===== src/rtl/sr_driver.sv =====
// Command-driven front end for a cross-coupled SR latch: pulses set/rst, then confirms q/q_.
// Define SR_DRIVER_SYNC_EN to pass q/q_ through 2-flop synchronizers before readback compare.
module sr_driver #(
    parameter int PULSE_W = 4,
    parameter int TIMEOUT = 16
) (
    input  logic clk,
    input  logic rst_n,
    input  logic cmd_valid,
    input  logic cmd_val,
    output logic cmd_ready,
    output logic set,
    output logic rst,
    input  logic q,
    input  logic q_,
    output logic done,
    output logic err,
    output logic busy
);

    localparam int MAX_CNT = (PULSE_W > TIMEOUT) ? PULSE_W : TIMEOUT;
    localparam int CW      = $clog2(MAX_CNT + 1);
    localparam logic [CW-1:0] PULSE_LAST = CW'(PULSE_W - 1);
    localparam logic [CW-1:0] WAIT_LAST  = CW'(TIMEOUT - 1);
    localparam logic [CW-1:0] CNT_MAX    = CW'(MAX_CNT);

    typedef enum logic [1:0] {
        IDLE  = 2'd0,
        PULSE = 2'd1,
        WAIT  = 2'd2
    } state_t;

    state_t        state, next_state;
    logic [CW-1:0] cnt, next_cnt;
    logic          val, next_val;
    logic          next_done, next_err;
    logic          q_cmp, q_n_cmp;

`ifdef SR_DRIVER_SYNC_EN
    logic [1:0] q_sync, q_n_sync;

    // The latch is asynchronous to clk, so only the second flop feeds the compare.
    always_ff @(posedge clk) begin
        if (!rst_n) begin
            q_sync   <= 2'b00;
            q_n_sync <= 2'b00;
        end else begin
            q_sync   <= {q_sync[0], q};
            q_n_sync <= {q_n_sync[0], q_};
        end
    end

    assign q_cmp   = q_sync[1];
    assign q_n_cmp = q_n_sync[1];
`else
    assign q_cmp   = q;
    assign q_n_cmp = q_;
`endif

    always_ff @(posedge clk) begin
        if (!rst_n) begin
            state <= IDLE;
            cnt   <= '0;
            val   <= 1'b0;
        end else begin
            state <= next_state;
            cnt   <= next_cnt;
            val   <= next_val;
        end
    end

    always_comb begin
        next_state = state;
        next_cnt   = cnt;
        next_val   = val;
        next_done  = 1'b0;
        next_err   = 1'b0;
        case (state)
            IDLE: begin
                if (cmd_valid && cmd_ready) begin
                    next_state = PULSE;
                    next_val   = cmd_val;
                    next_cnt   = '0;
                end
            end
            PULSE: begin
                if (cnt == PULSE_LAST) begin
                    next_state = WAIT;
                    next_cnt   = '0;
                end else if (cnt != CNT_MAX) begin
                    next_cnt = cnt + 1'b1;
                end
            end
            WAIT: begin
                if (q_cmp == val && q_n_cmp == !val) begin
                    next_state = IDLE;
                    next_done  = 1'b1;
                end else if (cnt == WAIT_LAST) begin
                    next_state = IDLE;
                    next_err   = 1'b1;
                end else if (cnt != CNT_MAX) begin
                    next_cnt = cnt + 1'b1;
                end
            end
            default: begin
                next_state = IDLE;
                next_cnt   = '0;
            end
        endcase
    end

    // Outputs are registered from the next state so set/rst come straight off flops.
    always_ff @(posedge clk) begin
        if (!rst_n) begin
            cmd_ready <= 1'b0;
            set       <= 1'b0;
            rst       <= 1'b0;
            done      <= 1'b0;
            err       <= 1'b0;
            busy      <= 1'b0;
        end else begin
            cmd_ready <= (next_state == IDLE);
            set       <= (next_state == PULSE) && next_val;
            rst       <= (next_state == PULSE) && !next_val;
            done      <= next_done;
            err       <= next_err;
            busy      <= (next_state != IDLE);
        end
    end

endmodule

===== config.mk =====
export PLATFORM = sky130hd
export DESIGN_NAME = sr_driver
export DESIGN_NICKNAME = d
export VERILOG_FILES = /design/src/rtl/sr_driver.sv
export SDC_FILE = /design/constraint.sdc
export NUM_CORES = 1
export LEC_CHECK = 0
export ABC_CLOCK_PERIOD_IN_PS = 2900
export CAP_MARGIN = 15
export CORE_AREA = 2 2 43 45
export CTS_CLUSTER_SIZE = 8
export DETAILED_ROUTE_END_ITERATION = 16
export DIE_AREA = 0 0 45 47
export PLACE_DENSITY = 0.76
export SLEW_MARGIN = 20
export SYNTH_ARGS = -nofsm -noshare
export SYNTH_HDL_FRONTEND = slang
export SYNTH_SLANG_ARGS = --single-unit

===== constraint.sdc =====
create_clock -name clk -period 2.9 [get_ports clk]
set_clock_uncertainty 0.05 [all_clocks]
set_input_delay 0.87 -clock clk [delete_from_list [all_inputs] [get_ports clk]]
set_output_delay 0.87 -clock clk [all_outputs]
set_load 0.01 [all_outputs]

==> results of run 1 <==
cells by family after synthesis:
logic type,after synthesis
simple gates,33
mux,1
fa+ha+maj,7
flops,14
buf+inv,11
compound gates,18
final cells by class:
| cell class | count | share of cell area [%] |
|---|---|---|
| multi-input cells | 59 | 47.52 |
| flip-flops and latches | 14 | 30.07 |
| repair buffers | 11 | 11.81 |
| inverters | 11 | 4.430 |
| clock buffers | 4 | 3.893 |
| well taps | 17 | 2.282 |
power groups by stage:
stage	combinational [mW]	sequential [mW]	clock (mW)
6_report	0.0651	0.204	0.142
5_1_grt	0.0715	0.205	0.157
4_1_cts	0.0656	0.204	0.145
3_5_place_dp	0.0651	0.208	0
3_3_place_gp	0.0642	0.208	0
2_1_floorplan	0.0380	0.210	0
through the flow:
stage               power (mW)  cells  hold slack [ps]
floorplan               0.2478     84            411.6
global placement        0.2721    112            437.6
detailed placement      0.2734    112            443.6
CTS                     0.4139    116            455.5
global route            0.4331    116            494.3
finish                  0.4102    116            457.2
critical path, stage by stage:
cell             delay, ps
clkdlybuf4s50_1        480
or3b_1                 150
nand3b_1               110
a21o_1                 240
or4_1                  520
o221ai_1                90
synth_stat cells (all sizes together):
library cell,instances
a2111oi,1
a211oi,1
a21boi,2
a21o,1
a21oi,5
a22o,1
a31oi,1
and2,1
and2b,1
and3,3
dfxtp,14
ha,7
inv,11
mux2i,1
nand2,6
nand2b,1
nand3,4
nand3b,3
nand4b,1
nor2,6
nor2b,1
nor3,2
o2111ai,1
o21ai,1
o221ai,2
o22ai,1
o31ai,1
or3b,1
or4,2
or4b,1
state kept, by name (all words and copies together), names as in the netlist:
signal,flops
cnt,5
state,2
busy,1
cmd_ready,1
done,1
err,1
rst,1
set,1
val,1
per-layer routing:
metal / GRT usage, % / vias to the layer above
li1: - / 333
met1: 20.00 / 280
met2: 23.71 / 12
met3: 2.308 / 4
met4: 10.59 / 0
met5: 0 / -
how the worst min path moves through the flow:
| stage | to | depth (start not counted) | slack [ps] |
|---|---|---|---|
| finish | cnt[1] | 2 | 460 |
| global route | cnt[1] | 2 | 490 |
| CTS | cnt[1] | 2 | 460 |
| detailed placement | cnt[1] | 2 | 440 |
| global placement | cnt[1] | 2 | 440 |
| floorplan | cnt[1] | 2 | 410 |
==> impl_metrics.py, run 1 <==
metrics = {
    "sta": {
        "post-route-period-util_pct": 79.47,
        "fin_ws_ps": 595.3,
        "setup_viol": 0,
        "max_freq_mhz": 433.9,
        "setup_tns_ps": 0,
        "hold_viol_final": 0,
        "min_period_ps": 2305,
        "maxSlewHeadroom_pct": 71.50,
        "rsz0062_at_grt": "no",
        "worst_slew_pin_slew_ps": 424.2,
        "drv_slew": 0,
    },
    "placement": {
        "port-buffer-count": 11,
        "dpl-instance-area_sq_um": 895.9,
        "hpwlAfterDp_um": 1079,
        "dpl_worst_slack_ps": 347.8,
        "gp_congestion": 0.7949,
    },
    "layout": {
        "postLayoutCoreUtil_pct": 56.44,
        "diodes": 0,
        "fill_cells": 141,
        "drive_above_1_share_pct": 12.12,
        "area_growth_pct": 21.93,
        "fin_area_sq_um": 932.1,
        "nets": 113,
        "final_cell_mix": "dfxtp_1 (14), inv_1 (11), clkdlybuf4s50_1 (11), ha_1 (7)",
        "multi_input_area_sq_um": 442.9,
        "final_common_cell": "dfxtp_1",
        "regArea_sq_um": 280.3,
    },
    "detailed_routing": {
        "num_vias": 629,
        "finalWirelength_um": 1391,
        "routedLengthMet1_um": 677,
        "remaining_drc_errors": 0,
        "highest_layer": "met4",
        "viasPerCell": 5.422,
        "drtIter0Drc": 20,
        "ant_nets": 0,
        "wl_per_cell_um": 11.99,
        "drt-pass1-iter-count": 4,
        "met2WireLength_um": 641,
        "met3_length_um": 43,
    },
    "yosys": {
        "synth_top_family_by_area": "simple AND/OR/NAND/NOR gates",
        "syn-num-nets": 97,
        "ys_warn_count": 0,
        "synthSimpleGateAreaFrac_pct": 26.68,
        "synth_cell_types": 34,
        "synth_xor_xnor_area_share_pct": 0,
        "yosys.area.top_type": "dfxtp_1",
        "netlist_area_sq_um": 764.5,
        "synth.area.top_cells": "dfxtp_1 (37%), ha_1 (11%), inv_1 (5.4%)",
        "yosysSeqAreaShare_pct": 36.66,
        "synth_compound_area_share_pct": 18.49,
        "synthMuxAreaShare_pct": 1.309,
        "synth.top_cell.area_share_pct": 36.66,
        "synth_seq_cells": 14,
        "synth_area_per_cell_sq_um": 9.101,
        "synth_cells": 84,
        "synth_adder_area_share_pct": 11.46,
    },
    "critical_path": {
        "crit_required_ps": 3050,
        "worst_setup_path_end_kind": "register",
        "r2r_start": "cnt[0]",
        "regToRegSetupSlack_ps": 730,
        "arrival_ps": 2460,
        "cp_max_fo": 5,
        "cp-start-kind": "primary input",
        "path_class": "primary input to register",
        "cp-endpoint": "cnt[3]",
        "rr_endpoint": "cnt[3]",
        "reg2reg_depth": 7,
        "cp-startpoint": "q",
    },
    "cts": {
        "cts_setup_buffers": 0,
        "cts_tree": "built",
        "insertion_delay_ps": 280,
        "cts_root_buf": "clkbuf_4",
        "cts-resized-gates": 0,
        "clock_path_buffers": 2,
        "clock-sinks": 14,
        "numCtsBuffers": 3,
        "cts.clk_slew.worst_paths_ps": 80,
        "hold_buffers": 0,
        "htreeDepth": 1,
    },
    "die": {
        "initial_core_util_pct": 46.29,
        "fp.dieW_um": 45,
        "std_cell_rows": 15,
        "fp.dieH_um": 47,
        "ioPinCount": 12,
        "die_area_sq_mm": 0.002115,
        "coreArea_sq_mm": 0.001652,
    },
    "global_route": {
        "grt_pass1_vias": 554,
        "antenna_found_initial": 0,
        "overflow": 0,
        "grt.total_usage_pct": 15.44,
        "grt_start_max_net_pins": 9,
        "grt_pass1_wl_um": 2311,
    },
    "job": {
        "drv_cap": 0,
    },
    "worst_hold_path": {
        "min_from": "cnt[1]",
        "hp-class": "register to register",
    },
    "pwr": {
        "p_leak_nw": 0.3979,
        "switching_share_pct": 25.20,
        "netSwitchingPower_mw": 0.1034,
        "p_seq_share_pct": 49.6,
        "pwr-share-clk_pct": 34.5,
        "power_frac_comb_pct": 15.9,
        "powerDensity_mw_per_mm2": 440.1,
        "vdd_drop_max_uv": 311.6,
        "intPower_mw": 0.3068,
    },
    "status": {
        "status": "finished, final reports clean",
    },
}
Power figures use the tool's default switching activity.
==> run 2: changes to the inputs <==
Settings changed: ABC_CLOCK_PERIOD_IN_PS 2900 to 2200.
Clock period 2.9 ns to 2.2 ns, I/O delays scaled along.
==> impl_metrics.py, run 2 (same netlist as run 1, synthesis figures left out) <==
metrics = {
    "pwr": {
        "p_seq_share_pct": 53.8,
        "pwr-share-clk_pct": 28.0,
        "power_frac_comb_pct": 18.2,
        "vdd_drop_max_uv": 375.4,
        "power_mw": 0.4984,
        "netSwitchingPower_mw": 0.1280,
        "p_leak_nw": 0.4025,
        "intPower_mw": 0.3705,
        "switching_share_pct": 25.67,
        "powerDensity_mw_per_mm2": 527.6,
    },
    "status": {
        "status": "finished, final reports clean",
    },
    "sta": {
        "drv_slew": 0,
        "max_freq_mhz": 481.0,
        "rsz0062_at_grt": "no",
        "worst_slew_pin_slew_ps": 444.0,
        "post-route-period-util_pct": 94.50,
        "setup_viol": 0,
        "fin_ws_ps": 121.1,
        "hold_viol_final": 0,
        "maxSlewHeadroom_pct": 70.17,
        "min_period_ps": 2079,
    },
    "cts": {
        "hold_buffers": 0,
        "numCtsBuffers": 3,
        "insertion_delay_ps": 270,
        "cts_tree": "built",
        "clock_path_buffers": 2,
        "htreeDepth": 1,
        "cts_root_buf": "clkbuf_4",
        "clock-sinks": 14,
        "cts.clk_slew.worst_paths_ps": 80,
    },
    "detailed_routing": {
        "wl_per_cell_um": 12.46,
        "met3_length_um": 52,
        "num_vias": 663,
        "viasPerCell": 5.619,
        "ant_nets": 0,
        "met2WireLength_um": 723,
        "highest_layer": "met4",
        "remaining_drc_errors": 0,
        "drtIter0Drc": 8,
        "routedLengthMet1_um": 655,
        "finalWirelength_um": 1470,
        "drt-pass1-iter-count": 4,
    },
    "critical_path": {
        "cpPeakStageDelay_ps": 510,
        "worst_setup_path_end_kind": "register",
        "arrival_ps": 2230,
        "cp_cell_sequence": "ha_2 > and3_2 > ha_1 > nand3b_1 > a21o_1 > or4_1 > o221ai_1",
        "cp-start-kind": "register",
        "crit_required_ps": 2350,
        "path_class": "register to register",
        "cp_max_fo": 5,
        "crit_slowest_cell": "or4_1",
    },
    "layout": {
        "diodes": 0,
        "largest_reg_flops": 5,
        "nets": 116,
        "area_growth_pct": 23.57,
        "final_cell_mix": "dfxtp_1 (13), inv_1 (11), clkdlybuf4s50_1 (11)",
        "top_register": "cnt",
        "drive_above_1_share_pct": 15.84,
        "fin_area_sq_um": 944.7,
        "postLayoutCoreUtil_pct": 57.20,
        "instances_no_fill": 118,
        "final_common_cell": "dfxtp_1",
        "top_regs": "cnt: 5 flops, state: 2 flops",
    },
    "placement": {
        "hpwlAfterDp_um": 1176,
        "gp_congestion": 0.8030,
        "port-buffer-count": 11,
        "dpl_worst_slack_ps": -140.8,
        "place_inst": 115,
        "dpl-instance-area_sq_um": 918.4,
    },
    "die": {
        "std_cell_rows": 15,
        "fp.dieW_um": 45,
        "fp.dieH_um": 47,
        "die_area_sq_mm": 0.002115,
        "coreArea_sq_mm": 0.001652,
        "initial_core_util_pct": 46.29,
        "ioPinCount": 12,
    },
    "global_route": {
        "grt_pass1_vias": 597,
        "overflow": 0,
        "grt_start_max_net_pins": 8,
        "antenna_found_initial": 0,
        "grt.total_usage_pct": 16.41,
        "grt_pass1_wl_um": 2421,
    },
    "job": {
        "drv_cap": 0,
    },
    "worst_hold_path": {
        "hp-class": "register to register",
    },
}
run 2: cell count changes in the layout (fill, tap and decap cells not counted):
cell      change
dfxtp_1       -1
clkbuf_8      -1
buf_4         +3
dfxtp_2       +1
ha_1          -1
ha_2          +1
run 2: worst max-delay path, delay by kind of cell (launching register included):
family                     cells  cell delay (ps)
adders and majority gates      2              400
DFF                            1              350
and+or+nand+nor                3              910
AOI/OAI and AO/OA              2              290
run 2: timing repair:
| item | 4_1_cts | 5_1_grt |
|---|---|---|
| endpoints found under the setup margin | 0 | 5 |
| setup buffers | 0 | 0 |
| resized for setup | 0 | 2 |
run 2: layout make-up:
type / count / area [sq um]
Fill cell: 145 / 706.9
Multi-Input combinational cell: 59 / 445.4
Sequential cell: 14 / 281.5
Timing Repair Buffer: 14 / 132.6
Inverter: 11 / 41.29
Clock buffer: 3 / 22.52
Tap cell: 17 / 21.27
run 2: final timing paths:
path	from	end	slack (ps)	cells past startpoint
hold / removal	cnt[1]	cnt[1]	450	2
hold reg to reg	cnt[1]	cnt[1]	450	2
setup reg to reg	cnt[0]	cnt[3]	120	7
setup / recovery	cnt[0]	cnt[3]	120	7
run 2: power by group through the flow:
stage / Combinational (mW) / Clock, mW / Sequential (mW)
final: 0.0909 / 0.140 / 0.268
after global routing: 0.100 / 0.157 / 0.270
after CTS: 0.0914 / 0.144 / 0.268
after global placement: 0.0886 / 0 / 0.274
after detailed placement: 0.0907 / 0 / 0.274
after floorplan: 0.0501 / 0 / 0.277
run 2: stage by stage:
stage / hold WS (ps) / TNS [ps]
after floorplan: 411.6 / 0
after global placement: 435.2 / -342.0
after detailed placement: 439.6 / -443.8
after CTS: 450.4 / 0
after global routing: 482.2 / 0
final: 453.0 / 0
run 2: per-layer routing:
layer / vias up / global-route usage (%)
met4: 0 / 12.35
met2: 17 / 27.14
met3: 4 / 2.308
li1: 339 / -
met1: 303 / 19.35
met5: - / 0
